File: src/rtl/wb_timer_pkg.sv
// -----------------------------------------------------------------------------
// gr5_timer_pkg
// Shared constants for the wb_timer peripheral: register byte offsets within
// the 256-byte block, CTRL bit positions and the reset value of the compare
// register.
// -----------------------------------------------------------------------------
package gr5_timer_pkg;

  // Register byte offsets (addr_i[7:0]); bits [1:0] are ignored by the decoder
  localparam logic [7:0] CTRL_OFF     = 8'h00;
  localparam logic [7:0] MTIME_LO_OFF = 8'h04;
  localparam logic [7:0] MTIME_HI_OFF = 8'h08;
  localparam logic [7:0] CMP_LO_OFF   = 8'h0C;
  localparam logic [7:0] CMP_HI_OFF   = 8'h10;
  localparam logic [7:0] PRESCALE_OFF = 8'h14;

  // CTRL register bit indices
  localparam int CTRL_EN_BIT      = 0;
  localparam int CTRL_IRQ_EN_BIT  = 1;
  localparam int CTRL_PENDING_BIT = 2;

  // Compare resets to all-ones so no interrupt fires until software programs it
  localparam logic [63:0] CMP_RESET = 64'hFFFF_FFFF_FFFF_FFFF;

endpackage

File: src/rtl/wb_timer_tick_divider.sv
// -----------------------------------------------------------------------------
// tick_divider
// Prescaler for the machine timer. Counts 0..DIV-1 while en is high and is
// held at 0 while en is low; tick pulses for one cycle on the wrap cycle.
//
// Ports:
//   clk    in  core clock
//   rst_n  in  asynchronous active-low reset
//   en     in  count enable (CTRL.EN)
//   tick   out one-cycle pulse every DIV enabled cycles
// -----------------------------------------------------------------------------
module tick_divider #(
  parameter int unsigned DIV = 100
) (
  input  logic clk,
  input  logic rst_n,
  input  logic en,
  output logic tick
);

  localparam int unsigned CNT_W = (DIV > 1) ? $clog2(DIV) : 1;
  localparam logic [CNT_W-1:0] LAST = CNT_W'(DIV - 1);

  logic [CNT_W-1:0] r_cnt;
  logic             w_wrap;

  // With DIV=1 LAST is 0, so the counter never leaves 0 and tick follows en
  assign w_wrap = (r_cnt == LAST);
  assign tick   = en & w_wrap;

  always_ff @(posedge clk or negedge rst_n) begin
    if (!rst_n) begin
      r_cnt <= '0;
    end else if (!en || w_wrap) begin
      r_cnt <= '0;
    end else begin
      r_cnt <= r_cnt + 1'b1;
    end
  end

endmodule

File: src/rtl/wb_timer.sv
// -----------------------------------------------------------------------------
// wb_timer
// Wishbone-classic responder exposing a 64-bit machine timer (mtime) with a
// 64-bit unsigned compare and a sticky interrupt. Every accepted access is
// acknowledged with a registered single-cycle ack; read data is captured on
// the accept edge.
//
// Ports:
//   clk     in   core clock
//   rst_n   in   asynchronous active-low reset
//   cyc_i   in   bus cycle
//   stb_i   in   strobe
//   we_i    in   write enable
//   addr_i  in   byte address; block selected by addr_i[31:8]
//   data_i  in   write data
//   data_o  out  read data, valid while ack_o is high
//   ack_o   out  single-cycle acknowledge
//   irq_o   out  level interrupt = PENDING & IRQ_EN, registered
// -----------------------------------------------------------------------------
module wb_timer
  import gr5_timer_pkg::*;
#(
  parameter logic [31:0] BASE_ADDR = 32'h8000_0000,
  parameter int unsigned CLK_FREQ  = 100_000_000,
  parameter int unsigned TICK_FREQ = 1_000_000
) (
  input  logic        clk,
  input  logic        rst_n,
  input  logic        cyc_i,
  input  logic        stb_i,
  input  logic        we_i,
  input  logic [31:0] addr_i,
  input  logic [31:0] data_i,
  output logic [31:0] data_o,
  output logic        ack_o,
  output logic        irq_o
);

  localparam int unsigned DIV = CLK_FREQ / TICK_FREQ;

  // Word indices (addr_i[7:2]) of the mapped registers
  localparam logic [5:0] W_CTRL     = CTRL_OFF[7:2];
  localparam logic [5:0] W_MTIME_LO = MTIME_LO_OFF[7:2];
  localparam logic [5:0] W_MTIME_HI = MTIME_HI_OFF[7:2];
  localparam logic [5:0] W_CMP_LO   = CMP_LO_OFF[7:2];
  localparam logic [5:0] W_CMP_HI   = CMP_HI_OFF[7:2];
  localparam logic [5:0] W_PRESCALE = PRESCALE_OFF[7:2];

  logic        r_ack;
  logic [31:0] r_data;
  logic        r_irq;
  logic        r_en;
  logic        r_irq_en;
  logic        r_pending;
  logic [63:0] r_mtime;
  logic [63:0] r_cmp;
  logic [31:0] r_shadow;

  logic        w_match;
  logic        w_accept;
  logic        w_wr;
  logic        w_rd;
  logic [5:0]  w_word;
  logic        w_tick;
  logic        w_cmp_hit;
  logic        w_clr_pending;
  logic [63:0] w_mtime_inc;
  logic [63:0] w_mtime_nxt;
  logic [31:0] w_rdata;
  logic        w_unused_ok;

  // Byte-lane bits are not decoded
  assign w_unused_ok = &{1'b0, addr_i[1:0]};

  assign w_match  = (addr_i[31:8] == BASE_ADDR[31:8]);
  // Gating on r_ack forces an idle cycle between acks when stb_i stays high
  assign w_accept = cyc_i & stb_i & w_match & ~r_ack;
  assign w_wr     = w_accept & we_i;
  assign w_rd     = w_accept & ~we_i;
  assign w_word   = addr_i[7:2];

  tick_divider #(
    .DIV (DIV)
  ) u_tick_divider (
    .clk   (clk),
    .rst_n (rst_n),
    .en    (r_en),
    .tick  (w_tick)
  );

  // A write to one half of mtime overrides that half of the tick increment;
  // the other half still takes the incremented value (including any carry)
  assign w_mtime_inc = r_mtime + 64'd1;
  always_comb begin
    w_mtime_nxt = w_tick ? w_mtime_inc : r_mtime;
    if (w_wr && (w_word == W_MTIME_LO)) w_mtime_nxt[31:0]  = data_i;
    if (w_wr && (w_word == W_MTIME_HI)) w_mtime_nxt[63:32] = data_i;
  end

  assign w_cmp_hit     = r_en & (r_mtime >= r_cmp);
  assign w_clr_pending = w_wr & (w_word == W_CTRL) & data_i[CTRL_PENDING_BIT];

  always_comb begin
    w_rdata = '0;
    case (w_word)
      W_CTRL:     w_rdata = {29'd0, r_pending, r_irq_en, r_en};
      W_MTIME_LO: w_rdata = r_mtime[31:0];
      W_MTIME_HI: w_rdata = r_shadow;
      W_CMP_LO:   w_rdata = r_cmp[31:0];
      W_CMP_HI:   w_rdata = r_cmp[63:32];
      W_PRESCALE: w_rdata = DIV;
      default:    w_rdata = '0;
    endcase
  end

  always_ff @(posedge clk or negedge rst_n) begin
    if (!rst_n) begin
      r_ack     <= 1'b0;
      r_data    <= '0;
      r_irq     <= 1'b0;
      r_en      <= 1'b0;
      r_irq_en  <= 1'b0;
      r_pending <= 1'b0;
      r_mtime   <= '0;
      r_cmp     <= CMP_RESET;
      r_shadow  <= '0;
    end else begin
      r_ack   <= w_accept;
      r_mtime <= w_mtime_nxt;
      r_irq   <= r_pending & r_irq_en;
      // Set beats a simultaneous write-1-to-clear
      r_pending <= w_cmp_hit | (r_pending & ~w_clr_pending);

      if (w_accept) begin
        r_data <= w_rdata;
      end
      // Reading LO snapshots the upper half so a LO-then-HI pair is coherent
      if (w_rd && (w_word == W_MTIME_LO)) begin
        r_shadow <= r_mtime[63:32];
      end
      if (w_wr) begin
        case (w_word)
          W_CTRL: begin
            r_en     <= data_i[CTRL_EN_BIT];
            r_irq_en <= data_i[CTRL_IRQ_EN_BIT];
          end
          W_CMP_LO: r_cmp[31:0]  <= data_i;
          W_CMP_HI: r_cmp[63:32] <= data_i;
          default: ;
        endcase
      end
    end
  end

  assign ack_o  = r_ack;
  assign data_o = r_data;
  assign irq_o  = r_irq;

endmodule

File: config.mk
export PLATFORM = sky130hd
export DESIGN_NAME = wb_timer
export DESIGN_NICKNAME = d
export VERILOG_FILES = /design/src/rtl/wb_timer_pkg.sv /design/src/rtl/wb_timer_tick_divider.sv /design/src/rtl/wb_timer.sv
export SDC_FILE = /design/constraint.sdc
export NUM_CORES = 1
export LEC_CHECK = 0
export ABC_AREA = 1
export CAP_MARGIN = 5
export CORE_UTILIZATION = 60
export CTS_CLUSTER_DIAMETER = 50
export DETAILED_ROUTE_END_ITERATION = 10
export PLACE_DENSITY = 0.86
export SLEW_MARGIN = 20
export SYNTH_ARGS = -nofsm -noshare
export SYNTH_HDL_FRONTEND = slang
export SYNTH_SLANG_ARGS = --single-unit
File: constraint.sdc
create_clock -name clk -period 3 [get_ports clk]
set_input_delay 0.75 -clock clk [delete_from_list [all_inputs] [get_ports clk]]
set_output_delay 0.75 -clock clk [all_outputs]
set_load 0.1 [all_outputs]
==> impl_metrics.csv <==
group,metric,value,unit
outcome,status,"completed",
worst_setup_path,startpoint_type,"register",
drt,routed-wl-met3,3970,um
pwr,combPwrFrac,3.6,%
sta,tns,0,ns
synth,synth_cells,1779,
sta,worstMarginPinSlew,0.726,ns
worst_setup_path,cp_common_cell,"nand2_1",
sta,setup_viol,0,
place,dp_hpwl,32600,um
clock_network,cts_buffer_depth,3,
cells_and_area,multi_input_area,6900,um2
cells_and_area,register_area,5180,um2
drt,dr.pass1.iters,6,
sta,finalCriticalPeriod,2.44,ns
floorplanning,die_height,151,um
drt,vias,12900,
grt,gr-total-overflow,0,
flow_run,maxCapViolations,0,
floorplanning,start_util,61.1,%
synth,synth.cell_area,13300,um2
cells_and_area,fill_cells,1758,
drt,drt_iter0_drc,1266,
sta,skew,0.0128,ns
clock_network,postCtsSetupRepairBufs,0,
synth,async_flop_share,100,%
clock_network,cts_tree,"built",
synth,synth_warnings,0,
grt,grt_first_pass_wirelength,69700,um
pwr,p_leak,7.53,nW
clock_network,htreeDepth,1,
floorplanning,num_rows,54,
drt,vias_per_cell,5.90,
drt,route.met2.wl,20900,um
hold_path,worstHoldPathType,"in2async",
sta,fmax,410,MHz
grt,antenna_found_initial,0,
worst_setup_path,cp-end-kind,"register",
worst_setup_path,arrival,2.86,ns
sta,slew_violations,0,
pwr,powerDensity,395,nW/um2
drt,top_layer,"met4",
floorplanning,core_area,21800,um2
sta,timing.final.crit_share,81.4,%
place,io_buffers,100,
grt,grt_pass1_vias,12700,
sta,rsz0062_at_grt,"false",
worst_setup_path,cp_slowest_cell,"nor3_1",
sta,relSlewSlack,51.5,%
worst_setup_path,crit_type,"reg2reg",
worst_setup_path,timing.rr.end,"r_mtime[40]",
synth,yosysUniqueCellTypes,48,
pwr,switching_share,22.4,%
drt,drt-met1-wl,17700,um
place,finalWeightedCongestion,1.00,
worst_setup_path,crit_fanout,5,
sta,hold_viol_final,0,
worst_setup_path,r2r_slack,0.56,ns
pwr,seqPwrFrac,45.6,%
drt,postRouteAntennaNets,0,
clock_network,hold_buffers,0,
grt,grt_max_degree,74,
clock_network,ctsResizeCount,0,
worst_setup_path,r2r-start,"r_mtime[25]",
cells_and_area,drive_gt1_share,14.4,%
worst_setup_path,path_cells,"inv_1 -> nor3_1 -> nand2_1 -> nor2_1 -> nand3b_1 -> xor2_1 -> nand2_1 -> nand3_1",
synth,synth.ff_latch_count,204,
drt,wl,44700,um
clock_network,cts.clk_slew.worst_paths,0.06,ns
synth,ys.flop_type,"dfrtp_1",
pwr,clock_power_share,50.8,%
worst_setup_path,max_stage_delay,0.60,ns
floorplanning,fp.dieW,151,um
sta,hold_ws,0.230,ns
clock_network,clk_latency,0.54,ns
synth,synth-edff-count,0,
cells_and_area,antennaDiodeCount,0,
cells_and_area,nNetsFinal,2014,
clock_network,cts_sinks,204,
cells_and_area,area_delta_synth_final,15.1,%
pwr,netSwitchingPower,1.35,mW
synth,synth_nets,1914,
synth,synth.avg_cell_area,7.48,um2
pwr,internal_power,4.69,mW
worst_setup_path,ff2ff_path_depth,8,
floorplanning,ios,103,
clock_network,numCtsBuffers,26,
drt,wl_per_cell,20.5,um
drt,drc,0,
pwr,power.total,6.05,mW
grt,grt.total_usage,40.4,%
synth,yosysSeqAreaShare,39.0,%
floorplanning,dieArea,22800,um2
worst_setup_path,crit_required,3.42,ns
clock_network,cts_root_buf,"clkbuf_16",
pwr,vdd_drop_max,398,uV
[how the worst max path moves through the flow]
stage                     start           end  slack, ns
finish              r_mtime[25]   r_mtime[40]       0.56
global route        r_mtime[13]   r_mtime[53]       0.31
CTS                 r_mtime[13]   r_mtime[53]       0.54
detailed placement   addr_i[23]   r_mtime[43]       0.21
global placement     addr_i[21]   r_mtime[52]       0.29
floorplan            addr_i[19]  r_shadow[22]       1.03
[power groups by stage]
stage / Sequential [mW] / Combinational [mW] / Clock [mW]
floorplan: 2.80 / 0.0241 / 0
global placement: 2.80 / 0.213 / 0
detailed placement: 2.80 / 0.218 / 0
CTS: 2.76 / 0.219 / 3.07
global route: 2.76 / 0.240 / 3.19
finish: 2.76 / 0.219 / 3.07
[per-stage QoR]
step | util, % | setup slack [ns] | instance area, um2 | std cells
final | 70.4 | 0.559 | 15300 | 2179
after global routing | 70.4 | 0.306 | 15300 | 2179
after CTS | 70.4 | 0.539 | 15300 | 2179
after detailed placement | 66.5 | 0.213 | 14500 | 2131
after global placement | 66.5 | 0.294 | 14500 | 2131
after floorplan | - | 1.03 | 13300 | 1779
[per-layer routing]
metal  global-route usage (%)  vias up
met5                        0        -
met4                     19.1        0
met1                     51.6     6040
met3                     7.74      167
met2                     65.8      689
li1                         -     5963
[flip-flops by register name, indices dropped and copies added (netlist names)]
register,cells
r_cmp,64
r_mtime,64
data_o,32
r_shadow,32
u_tick_divider.r_cnt,7
ack_o,1
irq_o,1
r_en,1
r_irq_en,1
r_pending,1
[critical path, delay by kind of cell, from the launching register on]
kind	cells	cell delay (ns)
AND/OR/NAND/NOR	6	1.54
flip-flops	1	0.42
XOR/XNOR	1	0.19
buffers and inverters	1	0.16
[Yosys cell counts (2+ instances only)]
master / count / area share (%)
o21ai_1: 25 / 0.94
nor2_1: 144 / 4.1
nand3_2: 3 / 0.23
o22ai_1: 21 / 0.99
nor2_2: 3 / 0.14
buf_2: 15 / 0.56
buf_6: 26 / 2.2
nand3b_1: 9 / 0.51
nand2_2: 2 / 0.094
inv_1: 196 / 5.5
xnor2_1: 5 / 0.33
nor3_1: 34 / 1.3
ha_1: 66 / 6.2
nor4_1: 2 / 0.094
nor3_2: 4 / 0.30
nand2_4: 2 / 0.17
nand4_1: 25 / 1.2
a21oi_1: 35 / 1.3
inv_2: 6 / 0.17
o211ai_1: 2 / 0.11
o21ai_0: 78 / 2.9
xor2_1: 45 / 3.0
dfstp_2: 64 / 13
o21ai_2: 76 / 5.0
nand3_1: 158 / 5.9
nand2_1: 554 / 16
buf_1: 3 / 0.085
clkbuf_1: 14 / 0.40
dfrtp_1: 140 / 26
o21a_1: 2 / 0.11
nor2_8: 3 / 0.45
[layout make-up]
type,instances,area share [%]
Multi-Input combinational cell,1311,45.1
Sequential cell,204,33.9
Clock inverter,7,0.482
Inverter,205,5.05
Timing Repair Buffer,131,8.18
Tap cell,280,2.29
Clock buffer,41,5.02
[logic make-up after synthesis]
| family | share of synthesized area (%) |
|---|---|
| compound gates | 11.7 |
| xor+xnor | 3.29 |
| fa+ha+maj | 6.21 |
| buf+inv | 9.11 |
| flops | 39.0 |
| simple gates | 30.7 |
[cells in the final DEF (no fill, tap or decap), drive strengths merged, types with 5 or more instances in the layout]
master         count
nand2            558
inv              205
o21ai            179
nand3            162
nor2             151
dfrtp            140
ha                66
clkdlybuf4s50     65
buf               65
dfstp             64
xor2              45
clkbuf            42
nor3              38
a21oi             35
nand4             26
o22ai             21
nand3b             9
xnor2              5
clkinv             5
Note: power is estimated with default switching activity, not from simulation.
